[src/rtl/fp_result_writeback.sv]
// Show-ahead result buffer between an FP multiply pipeline and its consumer, with
// issue credits, sticky flags and overrun detection. Optional FP_WB_CANON_NAN_EN canonicalises NaNs.
module fp_result_writeback #(
    parameter int FIFO_DEPTH = 8
) (
    input  logic        clk,
    input  logic        rst,
    input  logic        issue_valid,
    output logic        issue_ok,
    input  logic        res_valid,
    input  logic [31:0] res_data,
    input  logic        res_of,
    input  logic        res_uf,
    input  logic        res_nx,
    input  logic        res_nv,
    output logic        out_valid,
    input  logic        out_ready,
    output logic [31:0] out_data,
    output logic [4:0]  out_flags,
    output logic [4:0]  fflags,
    input  logic        fflags_clr,
    output logic        overrun
);
    localparam int AW = $clog2(FIFO_DEPTH);
    localparam logic [AW:0] DEPTH_C = (AW+1)'(FIFO_DEPTH);

    typedef struct packed {
        logic [4:0]  flags;
        logic [31:0] data;
    } entry_t;

    entry_t          mem [FIFO_DEPTH];
    logic [AW-1:0]   rd_ptr, wr_ptr;
    logic [AW:0]     count, outstanding;
    logic            full, push, pop, take_issue, drop_credit;
    logic [31:0]     store_data;
    entry_t          head;

    assign full        = (count == DEPTH_C);
    assign out_valid   = (count != '0);
    assign pop         = out_valid & out_ready;
    // A pop in the same cycle frees the slot, so a full buffer can still accept.
    assign push        = res_valid & (~full | pop);
    assign issue_ok    = (outstanding < DEPTH_C);
    assign take_issue  = issue_valid & issue_ok;
    assign drop_credit = pop & (outstanding != '0);

    assign head      = mem[rd_ptr];
    assign out_data  = out_valid ? head.data  : 32'h0;
    assign out_flags = out_valid ? head.flags : 5'h0;

`ifdef FP_WB_CANON_NAN_EN
    always_comb begin
        store_data = res_data;
        if (res_data[30:23] == 8'hFF && res_data[22:0] != 23'h0)
            store_data = 32'h7FC00000;
    end
`else
    assign store_data = res_data;
`endif

    always_ff @(posedge clk) begin
        if (push)
            mem[wr_ptr] <= '{flags: {res_nv, 1'b0, res_of, res_uf, res_nx}, data: store_data};
    end

    always_ff @(posedge clk) begin
        if (rst) begin
            rd_ptr      <= '0;
            wr_ptr      <= '0;
            count       <= '0;
            outstanding <= '0;
            fflags      <= '0;
            overrun     <= 1'b0;
        end else begin
            if (push) wr_ptr <= wr_ptr + 1'b1;
            if (pop)  rd_ptr <= rd_ptr + 1'b1;
            if (push && !pop)      count <= count + 1'b1;
            else if (pop && !push) count <= count - 1'b1;

            if (take_issue && !drop_credit)      outstanding <= outstanding + 1'b1;
            else if (drop_credit && !take_issue) outstanding <= outstanding - 1'b1;

            if (res_valid && full && !pop) overrun <= 1'b1;

            if (pop)             fflags <= (fflags_clr ? 5'h0 : fflags) | out_flags;
            else if (fflags_clr) fflags <= 5'h0;
        end
    end
endmodule

[config.mk]
export PLATFORM = sky130hd
export DESIGN_NAME = fp_result_writeback
export DESIGN_NICKNAME = d
export VERILOG_FILES = /design/src/rtl/fp_result_writeback.sv
export SDC_FILE = /design/constraint.sdc
export NUM_CORES = 1
export LEC_CHECK = 0
export CORE_MARGIN = 1.5
export CORE_UTILIZATION = 42
export CTS_CLUSTER_DIAMETER = 50
export DETAILED_ROUTE_END_ITERATION = 12
export HOLD_SLACK_MARGIN = 0.12
export PLACE_DENSITY = 0.68
export SYNTH_ARGS = -nofsm -noshare
export SYNTH_HDL_FRONTEND = slang
export SYNTH_SLANG_ARGS = --single-unit
export TNS_END_PERCENT = 1
[constraint.sdc]
create_clock -name clk -period 6.9 [get_ports clk]
set_clock_uncertainty 0.2 [all_clocks]
set_input_delay 1.725 -clock clk [delete_from_list [all_inputs] [get_ports clk]]
set_output_delay 1.725 -clock clk [all_outputs]
set_load 0.05 [all_outputs]
==> flow_metrics.tcl, run 1 <==
set metrics [dict create \
    outcome "complete, no violations" \
    synth_cells 597 \
    critical-path-top-delay-family "buffers and inverters" \
    nets 747 \
    hold_buffers 0 \
    yosysWarnings 0 \
    crit_type "register to primary output" \
    synth_top_flop_cell "edfxtp_1" \
    ioPinCount 87 \
    cts_setup_buffers 0 \
    cts_made_buffers 30 \
    relSlewSlack 0.261 \
    drive_gt1_frac 0.199 \
    rows 61 \
    cp-start-kind "register" \
    dpl.cell_count 1041 \
    hpwl_um 13200 \
    cpPeakStageDelay_ns 0.86 \
    dieArea_sq_mm 0.0298 \
    syn_area_sq_mm 0.0121 \
    ys_seq_area_frac 0.753 \
    p_leak_nw 4.50 \
    grt_usage 0.163 \
    clock.fmax_ghz 0.183 \
    stdcell_area_sq_mm 0.0144 \
    fin_setup_tns_ns 0 \
    yosys.area.top_type "edfxtp_1" \
    antenna_found_initial 0 \
    cts_tree "yes" \
    vdd_drop_max_uv 217 \
    placed_cell_area_sq_mm 0.0133 \
    drt-total-wl_um 23800 \
    required_ns 4.97 \
    synthTopCellsByArea "edfxtp_1 72%, mux4_2 12%, mux2i_1 4.1%, dfxtp_1 3.6%, nor2_1 1.9%" \
    clockBufferDepth 3 \
    cts_resized 0 \
    multiInputGateArea_sq_mm 0.00283 \
    first_pass_iters 4 \
    cp_max_fo 42 \
    start_util 0.431 \
    grt_pass1_vias 6347 \
    grt_max_degree 72 \
    syn2layout_area_growth_pct 19.2 \
    portBuffers 84 \
    antennaDiodeCount 0 \
    fillers 2231 \
    crit_buf_inv 2 \
    ys_seq_elements 310 \
    fin_crit_ns 5.45 \
    hold_viol 0 \
    finalSetupViolCount 0 \
    crit_path_top_delay_cell "dfxtp_4" \
    root_buffer "clkbuf_16" \
    die_x_um 173 \
    synth_cell_type_count 38 \
    power.density_mw_per_mm2 404 \
    slew_violations 0 \
    worstMarginPinSlew_ns 1.11 \
    hold_class "register to register" \
    grt_pass1_wl_um 37300 \
    drt-vias-per-instance 5.27 \
    first_iter_violations 456 \
    finalCritPeriodShare 0.790 \
    cts.clk_slew.worst_paths_ns 0.06 \
    synth_edf_count 288 \
    synth.avg_cell_area_sq_um 20.2 \
    dieHeight_um 173 \
    mostFrequentLayoutCell "edfxtp_1" \
    gp_congestion 0.720 \
    async_flop_share 0 \
    vias 5776 \
    htree_levels 1 \
    worstSetupEndpointType "primary output" \
    cp.arrival_ns 3.53 \
    wl_per_cell_um 21.7 \
    gr-total-overflow 0 \
    rsz0062_at_grt "no" \
    instances_no_fill 1097 \
    drc 0 \
    insertion_delay_ns 0.55 \
    final_cell_mix "288 x edfxtp_1, 84 x clkdlybuf4s50_1, 67 x mux4_2" \
    core_area_sq_mm 0.0280 \
    synth_top_cell_area_share 0.716 \
    crit_chain "buf_4 > mux4_2 > mux2i_1 > nor2_1 > clkdlybuf4s50_1" \
    cts_sinks 310 \
    detail-route-antenna-nets 0 \
    cap_viol_max_count 0 \
    regArea_sq_mm 0.00910 \
]
## per-stage QoR
stage | hold slack, ns | utilization | power [W] | worst slack (ns)
finish | 0.249 | 0.514 | 0.00581 | 1.45
global route | 0.288 | 0.514 | 0.00606 | 1.22
CTS | 0.253 | 0.514 | 0.00589 | 1.35
detailed placement | 0.245 | 0.476 | 0.00417 | 1.95
global placement | 0.238 | 0.476 | 0.00412 | 1.96
floorplan | 0.262 | - | 0.00365 | 0.776
## metal layers
layer  part of all wire  track usage  vias up
met3              0.059       0.0251       28
met2               0.52        0.292      162
met4              0.017       0.0461        0
met5                  0            0        -
li1                   -            -     2592
met1               0.40        0.207     2994
## synthesized netlist by cell type, types with 4 or more instances
library cell  count
edfxtp_1        288
mux4_2           67
nor2_1           62
mux2i_1          50
dfxtp_1          22
clkbuf_1         10
nand2_1          10
buf_2             9
a21oi_1           8
buf_4             8
ha_1              8
nand3_1           6
xor2_1            5
inv_1             4
nor3_1            4
o21ai_1           4
## cells by family (layout without fill, tap and decap cells)
logic type	count (synthesis)	after routing	synth area share
AOI/OAI and AO/OA	18	18	0.00860
xor gates and xnor gates	8	8	0.00580
adders and majority gates	10	10	0.0116
buffers and inverters	35	156	0.0172
DFF	310	310	0.753
muxes	119	119	0.168
other	1	2	0.000311
and+or+nand+nor	96	96	0.0356
## area by class of cell
class                   count  area share
flip-flops and latches    310       0.632
multi-input cells         253       0.197
well taps                 378      0.0329
clock buffers              35      0.0535
clock inverters            21      0.0195
inverters                   5     0.00130
repair buffers             95      0.0641
## tightest hold or removal path: cells and delay by family, from the launching register on
| kind | cells | cell delay (ns) |
|---|---|---|
| flip-flops | 1 | 0.31 |
| AO/OA/AOI/OAI | 1 | 0.05 |
| AND/OR/NAND/NOR | 1 | 0.05 |
## power breakdown
group          internal (W)  switching [W]  total [W]
Clock               0.00103       0.000686    0.00171
Sequential          0.00217       0.000158    0.00233
Combinational      0.000731        0.00104    0.00177
Total               0.00393        0.00188    0.00581
## worst paths after layout
| path | end | slack [ns] | startpoint | cells after the start |
|---|---|---|---|---|
| worst max-delay path | out_data[2] | 1.45 | register | 5 |
| worst min-delay path | fflags[4] | 0.25 | fflags[4] | 2 |
| worst max register to register | count[3] | 3.41 | count[0] | 11 |
| worst min register to register | fflags[4] | 0.25 | fflags[4] | 2 |
## sequential cells by signal, summed over array words and instances, names as in the netlist, named ones only
| register | cells |
|---|---|
| count | 4 |
| fflags | 4 |
| overrun | 1 |
| mem | 288 |
| wr_ptr | 3 |
| rd_ptr | 3 |
| outstanding | 4 |
Note: power is estimated with default switching activity, not from simulation.
==> run 2: changes to the inputs <==
==> constraint.sdc (replaced) <==
create_clock -name clk -period 5.32 [get_ports clk]
set_clock_uncertainty 0.2 [all_clocks]
set_input_delay 1.33 -clock clk [delete_from_list [all_inputs] [get_ports clk]]
set_output_delay 1.33 -clock clk [all_outputs]
set_load 0.05 [all_outputs]
==> run 2 against run 1 <==
Compared with the run above:
- die area did not move
- via count fell by 0.55%
- first-iteration DRC count fell by 2.2%
==> flow_metrics.tcl, run 2 (synthesis results as in run 1) <==
set metrics [dict create \
    cp_max_fo 36 \
    fin_crit_ns 4.73 \
    cts.clk_slew.worst_paths_ns 0.06 \
    cap_viol_max_count 0 \
    rsz0062_at_grt "no" \
    insertion_delay_ns 0.51 \
    largest_reg_flops 288 \
    cp.arrival_ns 3.20 \
    start_util 0.431 \
    gr-total-overflow 0 \
    clockBufferDepth 3 \
    portBuffers 84 \
    grt_pass1_wl_um 35900 \
    cts_tree "yes" \
    worstMarginPinSlew_ns 0.779 \
    cts_resized 0 \
    rr_startpoint "count[0]" \
    core_area_sq_mm 0.0280 \
    hold_buffers 0 \
    crit_path_top_delay_cell "dfxtp_4" \
    ioPinCount 87 \
    worstSetupEndpointType "primary output" \
    cts_setup_buffers 0 \
    cts_sinks 310 \
    crit_type "register to primary output" \
    antenna_found_initial 1 \
    cts_made_buffers 34 \
    antennaDiodeCount 0 \
    cpPeakStageDelay_ns 0.81 \
    p_leak_nw 4.60 \
    relSlewSlack 0.481 \
    first_pass_iters 4 \
    drt-total-wl_um 22900 \
    outcome "complete, no violations" \
    grt_max_degree 51 \
    finalCritPeriodShare 0.888 \
    regMostFlops "mem" \
    detail-route-antenna-nets 0 \
    grt_pass1_vias 6199 \
    drt-vias-per-instance 5.19 \
    drc 0 \
    mostFrequentLayoutCell "edfxtp_1" \
    hold_viol 0 \
    dieHeight_um 173 \
    drive_gt1_frac 0.210 \
    root_buffer "clkbuf_16" \
    slew_violations 0 \
    final_cell_mix "288 x edfxtp_1, 84 x clkdlybuf4s50_1, 67 x mux4_2" \
    cp-start-kind "register" \
    rows 61 \
    wl_per_cell_um 20.7 \
    p_total_w 0.00765 \
    fin_setup_tns_ns 0 \
    die_x_um 173 \
    hpwl_um 13000 \
    dieArea_sq_mm 0.0298 \
    first_iter_violations 446 \
    power.density_mw_per_mm2 525 \
    min_from "fflags[0]" \
    required_ns 3.79 \
    hold_class "register to register" \
    crit_chain "buf_4 > mux4_2 > mux2i_1 > nor2_1 > clkdlybuf4s50_1" \
    vdd_drop_max_uv 335 \
    finalSetupViolCount 0 \
    syn2layout_area_growth_pct 20.7 \
    gp_congestion 0.706 \
    fillers 2195 \
    grt_usage 0.157 \
    vias 5744 \
    nets 758 \
    htree_levels 2 \
    clock.fmax_ghz 0.212 \
]
-- run 2: changes by cell type in the layout (fill, tap and decap cells not counted) --
cell	change
bufinv_16	-2
clkinv_2	+1
clkinv_8	-1
buf_12	+5
inv_8	+2
inv_6	+1
clkinvlp_4	-2
clkbuf_16	+5
nor4_4	+1
buf_4	+2
clkinv_4	-1
nor4_2	-1
clkbuf_1	-1
-- run 2: final timing paths --
check	slack, ns	cells after the start	to
worst min register to register	0.25	2	fflags[0]
worst max-delay path	0.59	5	out_data[28]
worst max register to register	1.85	11	count[3]
worst min-delay path	0.25	2	fflags[0]
-- run 2: power by group --
part           internal, W  switching (W)  leakage [nW]
sequential         0.00282       0.000177          2.80
combinational     0.000971        0.00137          1.26
clock              0.00140       0.000917         0.545
-- run 2: stage by stage --
step	utilization	area, sq um	setup slack (ns)	std cells	hold WS (ns)
after floorplan	-	12100	0.372	598	0.262
after global placement	0.481	13500	1.02	1048	0.239
after detailed placement	0.481	13500	0.835	1048	0.243
after CTS	0.520	14600	0.520	1106	0.252
after global routing	0.520	14600	0.392	1106	0.285
final	0.520	14600	0.594	1106	0.249
-- run 2: critical path: cells and delay by family, from the launching register on --
kind          cells  cell delay (ns)
buf+inv           2             1.08
flops             1             0.81
mux               2             0.71
simple gates      1             0.07
-- run 2: layout make-up --
class	instances	area, sq um	area share
clock buffers	39	891	0.0611
clock inverters	19	216	0.0148
inverters	5	18.8	0.00129
multi-input cells	253	2840	0.195
flip-flops and latches	310	9100	0.624
well taps	378	473	0.0324
repair buffers	102	1040	0.0712
-- run 2: routing by layer --
layer	global-route usage	wire [um]	part of all wire	up-vias
met3	0.0277	847	0.037	31
met4	0.0446	424	0.018	2
met5	0	11	0.00048	-
met2	0.275	11800	0.52	107
met1	0.202	9810	0.43	2994
li1	-	-	-	2610
